$ cat src/rtl/decode_block.sv
// Decode stage for the 16-bit MIPS pipeline: register file, pending-write scoreboard, operand issue.
// Optional macro DECODE_WB_BYPASS_EN forwards same-cycle write-back into reads and hazard checks.
module decode_block #(
    parameter int DATA_W = 16,
    parameter int NREG   = 8
) (
    input  logic              clk,
    input  logic              reset,
    input  logic [15:0]       instr,
    input  logic              in_valid,
    output logic              in_ready,
    input  logic              wb_en,
    input  logic [2:0]        wb_addr,
    input  logic [DATA_W-1:0] wb_data,
    output logic [DATA_W-1:0] A,
    output logic [DATA_W-1:0] B,
    output logic [5:0]        op_dec,
    output logic [2:0]        rd_out,
    output logic              out_valid
);

    logic [DATA_W-1:0] regs [NREG];
    logic [NREG-1:0]   pending;
    logic [NREG-1:0]   pending_nxt;
    logic [NREG-1:0]   pend_eff;

    logic [5:0]        opcode;
    logic [2:0]        rd;
    logic [2:0]        rs;
    logic [2:0]        rt;
    logic              r_type;
    logic              hazard;
    logic              issue;
    logic [DATA_W-1:0] rs_val;
    logic [DATA_W-1:0] rt_val;
    logic [DATA_W-1:0] b_val;

    assign opcode = instr[15:10];
    assign rd     = instr[9:7];
    assign rs     = instr[6:4];
    assign rt     = instr[3:1];
    assign r_type = ~opcode[5];

    always_comb begin
        pend_eff = pending;
`ifdef DECODE_WB_BYPASS_EN
        if (wb_en) pend_eff[wb_addr] = 1'b0;
`endif
    end

    // R0 is forced to zero after any forwarding so a write-back to R0 never leaks through
    always_comb begin
        rs_val = regs[rs];
        rt_val = regs[rt];
`ifdef DECODE_WB_BYPASS_EN
        if (wb_en && wb_addr == rs) rs_val = wb_data;
        if (wb_en && wb_addr == rt) rt_val = wb_data;
`endif
        if (rs == 3'd0) rs_val = '0;
        if (rt == 3'd0) rt_val = '0;
    end

    always_comb begin
        hazard   = pend_eff[rs] | (r_type & pend_eff[rt]) | ((rd != 3'd0) & pend_eff[rd]);
        in_ready = reset & ~hazard;
        issue    = in_valid & in_ready;
        b_val    = r_type ? rt_val : {{(DATA_W-4){instr[3]}}, instr[3:0]};
    end

    // Issue is applied after write-back so a same-edge set of the same bit wins
    always_comb begin
        pending_nxt = pending;
        if (wb_en) pending_nxt[wb_addr] = 1'b0;
        if (issue && rd != 3'd0) pending_nxt[rd] = 1'b1;
        pending_nxt[0] = 1'b0;
    end

    always_ff @(posedge clk or negedge reset) begin
        if (!reset) begin
            A         <= '0;
            B         <= '0;
            op_dec    <= '0;
            rd_out    <= '0;
            out_valid <= 1'b0;
            pending   <= '0;
            for (int unsigned i = 0; i < NREG; i++) regs[i] <= '0;
        end else begin
            out_valid <= issue;
            if (issue) begin
                A      <= rs_val;
                B      <= b_val;
                op_dec <= {1'b0, opcode[4:0]};
                rd_out <= rd;
            end
            pending <= pending_nxt;
            if (wb_en && wb_addr != 3'd0) regs[wb_addr] <= wb_data;
        end
    end

endmodule

$ cat config.mk
export PLATFORM = sky130hd
export DESIGN_NAME = decode_block
export DESIGN_NICKNAME = d
export VERILOG_FILES = /design/src/rtl/decode_block.sv
export SDC_FILE = /design/constraint.sdc
export NUM_CORES = 1
export LEC_CHECK = 0
export BUFFER_PORTS_ARGS = -buffer_cell sky130_fd_sc_hd__buf_2
export CAP_MARGIN = 20
export CELL_PAD_IN_SITES_DETAIL_PLACEMENT = 1
export CELL_PAD_IN_SITES_GLOBAL_PLACEMENT = 1
export CORE_ASPECT_RATIO = 1.5
export CORE_MARGIN = 2
export CORE_UTILIZATION = 52
export DETAILED_ROUTE_END_ITERATION = 6
export PLACE_DENSITY = 0.92
export SYNTH_ARGS = -nofsm -noshare
export SYNTH_HDL_FRONTEND = slang
export SYNTH_SLANG_ARGS = --single-unit
$ cat constraint.sdc
create_clock -name clk -period 3.4 [get_ports clk]
set_input_delay 0.51 -clock clk [delete_from_list [all_inputs] [get_ports clk]]
set_output_delay 0.51 -clock clk [all_outputs]
set_load 0.02 [all_outputs]
# ---- Word level (Yosys, flattened, before mapping)
# Cells that the tools add are included.
dict set report word_totals {
  reg_bits 176
  input_bits 39
  output_inout_bits 43
}
dict set report op_classes {
  magnitude_cmp 10
  mux 24
  bitwise 14
  n_reduce_logical 9
}
# op n
set op_table {}
lappend op_table {{$bwmux 128} 1}
lappend op_table {{$mux 16} 8}
lappend op_table {{$bmux 16 s3} 2}
lappend op_table {{$demux 16 s3} 1}
lappend op_table {{$lt 3x4->1 const B} 4}
lappend op_table {{$mux 8} 2}
lappend op_table {{$ge 4x4->1 const B} 3}
lappend op_table {{$not 3->4} 3}
lappend op_table {{$bmux 1 s3} 3}
lappend op_table {{$and 8x8->8} 1}
lappend op_table {{$not 8->8} 1}
lappend op_table {{$or 8x8->8} 1}
lappend op_table {{$demux 1 s3} 2}
lappend op_table {{$ge 3x1->1 const B} 2}
lappend op_table {{$logic_not 3->1} 2}
lappend op_table {{$reduce_bool 3->1} 2}
lappend op_table {{$logic_and 1x1->1} 5}
lappend op_table {{$mux 1} 5}
lappend op_table {{$and 1x1->1} 4}
lappend op_table {{$lt 4x1->1 const B} 1}
lappend op_table {{$not 1->1} 2}
lappend op_table {{$or 1x1->1} 2}

# ---- Longest topological paths before layout
dict set report depth {
  depth_word 10
  mapped_depth 8
  mapped_depth_nobuf 6
}

# ---- Worst setup path after synthesis
# Ideal clock, no wire load.
dict set report synth_timing {
  kind {input-to-output}
  startpoint {input instr[5]}
  endpoint {output in_ready}
  arrival_ns 1.892
  setup_slack_ns 0.998
  cell_stages 5
  cell_sequence {buf_2 -> mux4_2 -> nand2_1 -> o221ai_1 -> nor2_1}
}
dict set report synth_via {
  elab_chain_cells 6
}
# item line
set synth_rtl {}
lappend synth_rtl {{from (decl)} 9} ;# input logic [15:0] instr,
lappend synth_rtl {{$bmux 1 s3} 64} ;# hazard = pend_eff[rs] | (r_type & pend_eff[rt]) | ((rd != 3'd0) & pend_eff[rd]);
lappend synth_rtl {{$mux 1 (not written as such)} 64}
lappend synth_rtl {{$or 1x1->1 (2 in series)} 64}
lappend synth_rtl {{$not 1->1} 65} ;# in_ready = reset & ~hazard;
lappend synth_rtl {{$and 1x1->1} 65}
lappend synth_rtl {{to (decl)} 11} ;# output logic in_ready,
# No other way between the ends. The select of a mux whose other input is x is not followed.

# ---- Worst setup path after layout
dict set report layout_timing {
  startpoint {input instr[1]}
  endpoint {output in_ready}
}
dict set report layout_via {
  elab_chain_cells 7
}
# item line
set layout_rtl {}
lappend layout_rtl {{$bmux 1 s3} 64}
lappend layout_rtl {{$mux 1 (not written as such)} 64}
lappend layout_rtl {{$and 1x1->1} 64}
lappend layout_rtl {{$or 1x1->1 (2 in series)} 64}
lappend layout_rtl {{$not 1->1} 65}
lappend layout_rtl {{$and 1x1->1} 65}
# No other way between the ends. The select of a mux whose other input is x is not followed.

==> flow_summary.yaml <==
run_status:
  run_status: "finished clean"
synthesis:
  post_synth_xor_area_fraction_pct: 0
  synthArstFlopShare_pct: 100
  ys_warn_count: 0
  synthAdderAreaFrac_pct: 0
  ys_seq_area_share_pct: 49.0
  synth_cell_types: 44
  synth_cells: 628
  yosysTopAreaCellShare_pct: 49.0
  synth.avg_cell_area_um2: 13.0
  yosys.area.top_type: "dfrtp_1"
  synthesis.area_um2: 8180
  synth-simple-area-share_pct: 4.12
  synth_flop_cell: "dfrtp_1"
  synth_mux_area_share_pct: 33.9
  synth_top_family_by_area: "multiplexers"
  synth_compound_area_share_pct: 9.56
  synth_nets: 667
  synth_edf_count: 0
  synthTopCellsByArea: "dfrtp_1 49%, mux2_2 21%, mux4_2 5.5%, mux2_1 4.0%, mux2i_1 3.3%"
  ys_ff_latch: 160
global_route:
  grt_pass1_wl_um: 39500
  track_usage_pct: 31.5
  grt_start_max_net_pins: 87
  grt_pass1_vias: 6729
  antenna_found_initial: 0
  grt_overflow_total: 0
timing:
  slew_headroom_pct: 37.0
  min_period_over_period_pct: 78.1
  holdWs_ps: 60.6
  final.min_clock_period_ps: 2660
  fmax_ghz: 0.377
  worst_pin_slew_ps: 944
  fin_ws_ps: 745
  rsz0062_at_grt: "false"
  setup_violations: 0
  skew_ps: 8.94
  hold_violations: 0
  fin_setup_tns_ps: 0
  drv_slew: 0
floorplanning:
  start_util_pct: 52.8
  die_h_um: 158
  rows: 56
  die_area_um2: 16800
  boundaryPins: 82
  core_area_um2: 15500
  fp.dieW_um: 106
finish:
  final_cell_count_no_fill: 913
  stdcell_area_um2: 9370
  drive_above_1_share_pct: 44.2
  synthToLayoutAreaGrowth_pct: 14.6
  antennaDiodeCount: 0
  fill_cells: 1514
  layout_commonest_cell: "dfrtp_1"
  layout_common_cells: "160 x dfrtp_1, 153 x mux2_2, 79 x buf_2"
  fin_util_pct: 60.5
  layout.nets: 736
hold_path:
  hold_class: "in2async"
clock_network:
  cts_buffers: 17
  clockRootBuffer: "clkbuf_16"
  clk_latency_ps: 430
  ctsLongestPathBuffers: 2
  clkSinkCount: 160
  cts_tree: "done"
  cts.htree.levels: 4
  cts.hold.buffers_added: 0
  cts_resized: 0
  clkTransAtPathRegs_ps: 70
  cts_setup_buffers: 0
worst_setup_path:
  worst-setup-path-type: "in2out"
  start_kind: "input port"
  cp.arrival_ps: 2150
  cp-end-kind: "output pin"
  r2r_start: "pend_eff[7]$_DFF_PN0_"
  required_ps: 2890
  crit_fanout: 16
  crit_start: "instr[1]"
place:
  pre_cts_ws_ps: 416
  hpwl_um: 15500
  globalplace.congestion: 0.833
  placed_cell_area_um2: 8750
  io_buffers: 80
  dp.cells: 880
routing:
  first_iter_violations: 438
  route.detailed.drc: 0
  vias: 6094
  dr.pass1.iters: 4
  routed_wl_um: 25400
  ant_nets: 0
  wl_per_cell_um: 27.8
  viasPerCell: 6.67
power:
  p_per_area_nw_per_um2: 713
  p_leak_nw: 4.10
  ir_drop_mv: 0.475
  finalPower_mw: 6.68
run:
  cap_violations: 0
==> area by class of cell <==
class	count	area (µm²)	share of cell area (%)
Sequential cell	160	4000	42.7
Clock inverter	15	170	1.82
Timing Repair Buffer	101	597	6.37
Clock buffer	17	425	4.54
Inverter	7	28.8	0.307
Tap cell	203	254	2.71
Multi-Input combinational cell	410	3890	41.5
==> cell families (layout without fill, tap and decap cells) <==
kind of cell,count (synthesis),count (layout)
multiplexers,229,229
flip-flops,160,160
AO/OA/AOI/OAI,119,119
AND/OR/NAND/NOR,61,61
buffers and inverters,58,140
other,1,1
==> where the power goes <==
group | internal (mW) | leakage [nW] | switching (mW)
clock | 1.10 | 0.288 | 0.868
combinational | 0.851 | 1.88 | 0.996
sequential | 2.44 | 1.94 | 0.422
==> layer usage <==
metal / routed length (µm) / global-route usage [%] / vias up / share of wire (%)
met2: 13300 / 54.8 / 320 / 52
met4: 1170 / 15.2 / 0 / 4.6
met5: 0 / 0 / - / 0
li1: - / - / 2498 / -
met1: 9560 / 38.2 / 3184 / 38
met3: 1440 / 5.10 / 92 / 5.7
==> path summary, 6_finish.rpt <==
| check | cells after the start | slack [ps] | to |
|---|---|---|---|
| worst min register to register | 1 | 480 | B[8]$_DFFE_PN0P_ |
| worst max register to register | 6 | 910 | op_dec[1]$_DFFE_PN0P_ |
| max in group asynchronous | 2 | 2460 | A[9]$_DFFE_PN0P_ |
| min in group clk | 2 | 290 | op_dec[4]$_DFFE_PN0P_ |
| worst min-delay path | 2 | 60 | regs[17]$_DFFE_PN0P_ |
| worst max-delay path | 6 | 740 | in_ready |
==> cell usage after synthesis (3+ instances only) <==
library cell,count
dfrtp_1,160
mux2_2,153
o21ai_0,35
mux2_1,29
mux2i_1,27
clkbuf_1,25
nand2_1,25
a22oi_1,21
mux4_2,20
a21oi_1,19
buf_2,13
nor2b_1,11
o31ai_1,11
a221oi_1,9
buf_1,8
o22ai_1,8
nand3_1,7
inv_1,6
o211ai_1,5
buf_8,3
nand2b_1,3
==> critical path, cell delays in order <==
cell,delay (ps)
buf_2,340
mux2_2,420
a221oi_2,280
o221ai_1,230
nor2_1,180
buf_2,180
==> sequential cells by signal (all words and copies together) (netlist names) <==
name	flops
out_valid	1
B	16
rd_out	3
A	16
op_dec	5
regs	112
pend_eff	7
(Power assumes the default switching activity.)
